File: src/rtl/mc_ctrl_pkg.sv
// Shared definitions for the multicycle processor control unit:
// state encoding, opcode values and datapath select encodings.
package mc_ctrl_pkg;

  typedef enum logic [3:0] {
    FETCH  = 4'd0,
    DECODE = 4'd1,
    MEMADR = 4'd2,
    MEMRD  = 4'd3,
    MEMWB  = 4'd4,
    MEMWR  = 4'd5,
    EXEC   = 4'd6,
    RWB    = 4'd7,
    ADDIEX = 4'd8,
    ADDIWB = 4'd9,
    BRANCH = 4'd10,
    JUMP   = 4'd11,
    HALT   = 4'd12
  } state_t;

  localparam logic [5:0] OP_RTYPE = 6'b000000;
  localparam logic [5:0] OP_ADDI  = 6'b001000;
  localparam logic [5:0] OP_LW    = 6'b100011;
  localparam logic [5:0] OP_SW    = 6'b101011;
  localparam logic [5:0] OP_BEQ   = 6'b000100;
  localparam logic [5:0] OP_J     = 6'b000010;
  localparam logic [5:0] OP_HALT  = 6'b111111;

  localparam logic [1:0] SRCB_REGB  = 2'b00;
  localparam logic [1:0] SRCB_FOUR  = 2'b01;
  localparam logic [1:0] SRCB_IMM   = 2'b10;
  localparam logic [1:0] SRCB_IMMSH = 2'b11;

  localparam logic [1:0] ALUOP_ADD   = 2'b00;
  localparam logic [1:0] ALUOP_SUB   = 2'b01;
  localparam logic [1:0] ALUOP_FUNCT = 2'b10;

  localparam logic [1:0] PCSRC_ALU    = 2'b00;
  localparam logic [1:0] PCSRC_ALUOUT = 2'b01;
  localparam logic [1:0] PCSRC_JUMP   = 2'b10;

  // Where DECODE dispatches each opcode; FETCH doubles as "unsupported".
  function automatic state_t decode_next(input logic [5:0] op);
    case (op)
      OP_RTYPE:     return EXEC;
      OP_ADDI:      return ADDIEX;
      OP_LW, OP_SW: return MEMADR;
      OP_BEQ:       return BRANCH;
      OP_J:         return JUMP;
      OP_HALT:      return HALT;
      default:      return FETCH;
    endcase
  endfunction

endpackage

File: src/rtl/mc_ctrl_outdec.sv
// State-to-datapath-control decoder. All outputs are forced low while
// 'active' is low so the controller is silent during reset.
module mc_ctrl_outdec
  import mc_ctrl_pkg::*;
(
  input  logic       active,
  input  logic [3:0] state,
  input  logic       mem_ready,
  input  logic [5:0] opcode,
  output logic       pcwrite,
  output logic       pcwritecond,
  output logic       iord,
  output logic       memread,
  output logic       memwrite,
  output logic       irwrite,
  output logic       memtoreg,
  output logic       regdst,
  output logic       regwrite,
  output logic       alusrca,
  output logic [1:0] alusrcb,
  output logic [1:0] aluop,
  output logic [1:0] pcsrc,
  output logic       instr_done,
  output logic       illegal_op,
  output logic       halted
);

  always_comb begin
    pcwrite     = 1'b0;
    pcwritecond = 1'b0;
    iord        = 1'b0;
    memread     = 1'b0;
    memwrite    = 1'b0;
    irwrite     = 1'b0;
    memtoreg    = 1'b0;
    regdst      = 1'b0;
    regwrite    = 1'b0;
    alusrca     = 1'b0;
    alusrcb     = SRCB_REGB;
    aluop       = ALUOP_ADD;
    pcsrc       = PCSRC_ALU;
    instr_done  = 1'b0;
    illegal_op  = 1'b0;
    halted      = 1'b0;
    if (active) begin
      case (state_t'(state))
        FETCH: begin
          memread = 1'b1;
          alusrcb = SRCB_FOUR;
          irwrite = mem_ready;
          pcwrite = mem_ready;
        end
        DECODE: begin
          alusrcb    = SRCB_IMMSH;
          illegal_op = (decode_next(opcode) == FETCH);
        end
        MEMADR: begin
          alusrca = 1'b1;
          alusrcb = SRCB_IMM;
        end
        MEMRD: begin
          memread = 1'b1;
          iord    = 1'b1;
        end
        MEMWB: begin
          memtoreg   = 1'b1;
          regwrite   = 1'b1;
          instr_done = 1'b1;
        end
        // A store retires in the cycle memory accepts it.
        MEMWR: begin
          memwrite   = 1'b1;
          iord       = 1'b1;
          instr_done = mem_ready;
        end
        EXEC: begin
          alusrca = 1'b1;
          aluop   = ALUOP_FUNCT;
        end
        RWB: begin
          regdst     = 1'b1;
          regwrite   = 1'b1;
          instr_done = 1'b1;
        end
        ADDIEX: begin
          alusrca = 1'b1;
          alusrcb = SRCB_IMM;
        end
        ADDIWB: begin
          regwrite   = 1'b1;
          instr_done = 1'b1;
        end
        BRANCH: begin
          alusrca     = 1'b1;
          aluop       = ALUOP_SUB;
          pcwritecond = 1'b1;
          pcsrc       = PCSRC_ALUOUT;
          instr_done  = 1'b1;
        end
        JUMP: begin
          pcwrite    = 1'b1;
          pcsrc      = PCSRC_JUMP;
          instr_done = 1'b1;
        end
        HALT: halted = 1'b1;
        default: ;
      endcase
    end
  end

endmodule

File: src/rtl/multicycle_ctrl.sv
// Multicycle MIPS-style control FSM: state register and sequencing here,
// output decoding delegated to mc_ctrl_outdec.
module multicycle_ctrl
  import mc_ctrl_pkg::*;
(
  input  logic       clk,
  input  logic       reset_n,
  input  logic [5:0] opcode,
  input  logic       mem_ready,
  output logic       pcwrite,
  output logic       pcwritecond,
  output logic       iord,
  output logic       memread,
  output logic       memwrite,
  output logic       irwrite,
  output logic       memtoreg,
  output logic       regdst,
  output logic       regwrite,
  output logic       alusrca,
  output logic [1:0] alusrcb,
  output logic [1:0] aluop,
  output logic [1:0] pcsrc,
  output logic       instr_done,
  output logic       illegal_op,
  output logic       halted,
  output logic [3:0] state
);

  state_t cur_state, next_state;

  always_ff @(posedge clk or negedge reset_n) begin
    if (!reset_n) cur_state <= FETCH;
    else          cur_state <= next_state;
  end

  // Memory states wait on mem_ready; all others advance unconditionally.
  always_comb begin
    next_state = cur_state;
    case (cur_state)
      FETCH:  if (mem_ready) next_state = DECODE;
      DECODE: next_state = decode_next(opcode);
      MEMADR: next_state = (opcode == OP_SW) ? MEMWR : MEMRD;
      MEMRD:  if (mem_ready) next_state = MEMWB;
      MEMWR:  if (mem_ready) next_state = FETCH;
      EXEC:   next_state = RWB;
      ADDIEX: next_state = ADDIWB;
      MEMWB, RWB, ADDIWB, BRANCH, JUMP: next_state = FETCH;
      HALT:   next_state = HALT;
      default: next_state = FETCH;
    endcase
  end

  assign state = cur_state;

  mc_ctrl_outdec u_outdec (
    .active      (reset_n),
    .state       (cur_state),
    .mem_ready   (mem_ready),
    .opcode      (opcode),
    .pcwrite     (pcwrite),
    .pcwritecond (pcwritecond),
    .iord        (iord),
    .memread     (memread),
    .memwrite    (memwrite),
    .irwrite     (irwrite),
    .memtoreg    (memtoreg),
    .regdst      (regdst),
    .regwrite    (regwrite),
    .alusrca     (alusrca),
    .alusrcb     (alusrcb),
    .aluop       (aluop),
    .pcsrc       (pcsrc),
    .instr_done  (instr_done),
    .illegal_op  (illegal_op),
    .halted      (halted)
  );

endmodule

File: config.mk
export PLATFORM = sky130hd
export DESIGN_NAME = multicycle_ctrl
export DESIGN_NICKNAME = d
export VERILOG_FILES = /design/src/rtl/mc_ctrl_pkg.sv /design/src/rtl/mc_ctrl_outdec.sv /design/src/rtl/multicycle_ctrl.sv
export SDC_FILE = /design/constraint.sdc
export NUM_CORES = 1
export LEC_CHECK = 0
export CORE_MARGIN = 2
export CORE_UTILIZATION = 41
export CTS_CLUSTER_DIAMETER = 50
export DETAILED_ROUTE_END_ITERATION = 10
export GPL_TIMING_DRIVEN = 0
export PLACE_DENSITY_LB_ADDON = 0.08
export SLEW_MARGIN = 25
export SYNTH_ARGS = -nofsm -noshare
export SYNTH_HDL_FRONTEND = slang
export SYNTH_SLANG_ARGS = --single-unit
File: constraint.sdc
create_clock -name clk -period 3.5 [get_ports clk]
set_clock_uncertainty 0.15 [all_clocks]
set_input_delay 0.525 -clock clk [delete_from_list [all_inputs] [get_ports clk]]
set_output_delay 0.525 -clock clk [all_outputs]
set_load 0.05 [all_outputs]
==> results by group <==
Placed design
  • Dpl cells: about 140
  • Hpwl dp: around 1.4 mm
  • GPL Wtd Cong: about 0.86
  • Placed cell areas: about 940 um2
  • Placement Setup Slack: 18.1 ps
  • Port Buffer Count: 31

Flow run
  • Max-cap violations: 0

Power
  • Final Power: roughly 0.64 mW
  • Max IR drop VDD: 350 uV
  • Leakage: around 0.37 nW
  • Pwr dens: about 660 mW/mm2

Synthesis
  • Synthesized area: between 600 and 700 um2
  • Avg Inst Size Synth: approximately 6.7 um2
  • Post-synth EDFFs: 0
  • Post-Synthesis Cells: a little over 90
  • Seq/Total Area, Yosys: 16.3%
  • Async SR Flop Fraction: 100%
  • Main synth FF type: dfrtp_1
  • Mapped Nets: a little over 100
  • Yosys synthesis warning count: 0
  • Synthesis-stage register bit count: 4
  • Synth unique cells: 34

Layout
  • Antenna cells: 0
  • Post-route cell area: around 970 um2
  • Final Util: between 70% and 80%
  • Number of flip-flops in the largest register: 4
  • Share of cells above drive strength 1: under 10%
  • Area Overhead vs Synth: 57.5%
  • Final net count: roughly 140
  • Non-filler cells, final: between 100 and 150

Clock tree
  • CTS buffer count: 3
  • CTS Hold Bufs: 0
  • Post-cts sizing count: 0
  • Setup Buffers After CTS: 0
  • H-tree levels: 1
  • CTS tree: yes
  • CTS root buf: clkbuf_4
  • Reg clk slew, reported paths: about 40 ps
  • Worst-Skew Late Latency: ~240 ps
  • Clk buf depth: 2
  • Clk sinks: 4

Route
  • DR pass1 iterations: 4
  • Via count: 849
  • Initial drt markers: 25
  • Total Wirelength: roughly 1.9 mm
  • Detailed-route wire length per cell: 13.4 um
  • Vias/cell: around 6
  • Routed Antenna Nets: 0
  • Residual DRC count: 0

Global routing
  • Number of global-route vias before repair: just over 700
  • Met3 GRT Util: ~4.3%
  • Grt total ovfl: 0
  • Busiest grt layer: met2
  • Routing usage on met2: between 30% and 40%
  • First-pass GRT wire length: between 3 and 4 mm
  • Pin count of the biggest net entering global routing: 11
  • Met1 usage: a little under a third
  • Initial antenna violation count: 0
  • Total GRT Usage: 21.8%

Worst setup path
  • Crit path required time: approximately 2800 ps
  • Critical path arrival: ~2500 ps
  • Crit path capture type: output port
  • R2R Setup Slk: around 1800 ps
  • CP Max Fanout: 10
  • R2R depth: 4
  • CP Class: primary input to output port
  • Worst flop-to-flop path startpoint: state[0]
  • End of the worst register-to-register path: state[2]
  • Critical Path Start Type: primary input

Floorplan
  • Core area: ~0.0014 mm2
  • Die H: roughly 43 um
  • Total die area: 0.00183 mm2
  • Chip Width: 42.8 um
  • Top Ports: 32
  • Row cnt: 13
  • Initial core utilization: ~46%

Timing
  • TNS Setup: 0 ps
  • Final slew viol count: 0
  • Slew headroom: between 60 and 70%
  • Final Setup Violations: 0
  • Crit path time final: approximately 3200 ps
  • Final period util: 91.2%
  • Worst Hold Margin: 346 ps
  • Final hold viol count: 0
  • Max Freq: ~310 MHz
  • Slew @ Worst Pin: 518 ps
  • RSZ-0062 raised after global routing: no
  • Slack of the critical path: roughly 300 ps

Worst hold path
  • Min-Delay Path Class: primary input to asynchronous set/reset pin

Run status
  • Outcome: complete, no violations
-- metal layers --
| metal | vias up | share of wire, % |
|---|---|---|
| met1 | 401 | 43 |
| met2 | 38 | 49 |
| met4 | 0 | 1.1 |
| met3 | 4 | 6.5 |
| li1 | 406 | - |
| met5 | - | 0 |
-- worst max path at each step --
stage	from	endpoint
floorplan	state[1]	iord
global placement	reset_n	illegal_op
detailed placement	reset_n	illegal_op
CTS	reset_n	illegal_op
global route	reset_n	memtoreg
finish	reset_n	pcwrite
-- worst max-delay path: stages --
cell and delay [ps]:
clkdlybuf4s50_1 570, buf_2 240, nand3_1 130, o22ai_1 200, clkdlybuf4s50_1 840
-- cell usage after synthesis, types with 3 or more instances --
library cell  number  area, um2
a21oi_1            7       35.0
and2_1             3       18.8
clkbuf_1           4       15.0
dfrtp_1            4        100
nand2_1            9       33.8
nand2b_1          11       68.8
nor2_1            15       56.3
nor3_1             4       20.0
o21ai_0            4       20.0
-- where the power goes --
part           internal [mW]  switching, mW
registers             0.0609         0.0271
logic                  0.170          0.327
clock network         0.0384         0.0199
-- cell type report --
cell class	instances	area, um2
Fill cell	110	380
Multi-Input combinational cell	81	484
Timing Repair Buffer	31	313
Clock buffer	3	22.5
Tap cell	15	18.8
Inverter	1	3.75
Buffer	6	27.5
Sequential cell	4	100
-- placed cells by master, fill, tap and decap left out, types with 2 or more instances in the layout --
cell type and n:
clkdlybuf4s50_1 30, nor2_1 15, nand2b_1 11, nand2_1 9
a21oi_1 7, clkbuf_1 4, nor3_1 4, o21ai_0 4
dfrtp_1 4, and2_1 3, clkbuf_4 3, xnor2_1 2
o32ai_1 2, nand3b_1 2, nor3b_1 2, o22ai_1 2
o31a_1 2
-- cells by family (layout without fill, tap and decap cells) --
kind of cell           Yosys count  in the layout  share of synthesized area (%)
flip-flops                       4              4                           16.3
XOR/XNOR                         2              2                           2.85
buffers and inverters            7             41                           5.08
AND/OR/NAND/NOR                 55             55                           48.0
AO/OA/AOI/OAI                   24             24                           27.8
No activity file was read; power rests on OpenSTA's default activity.
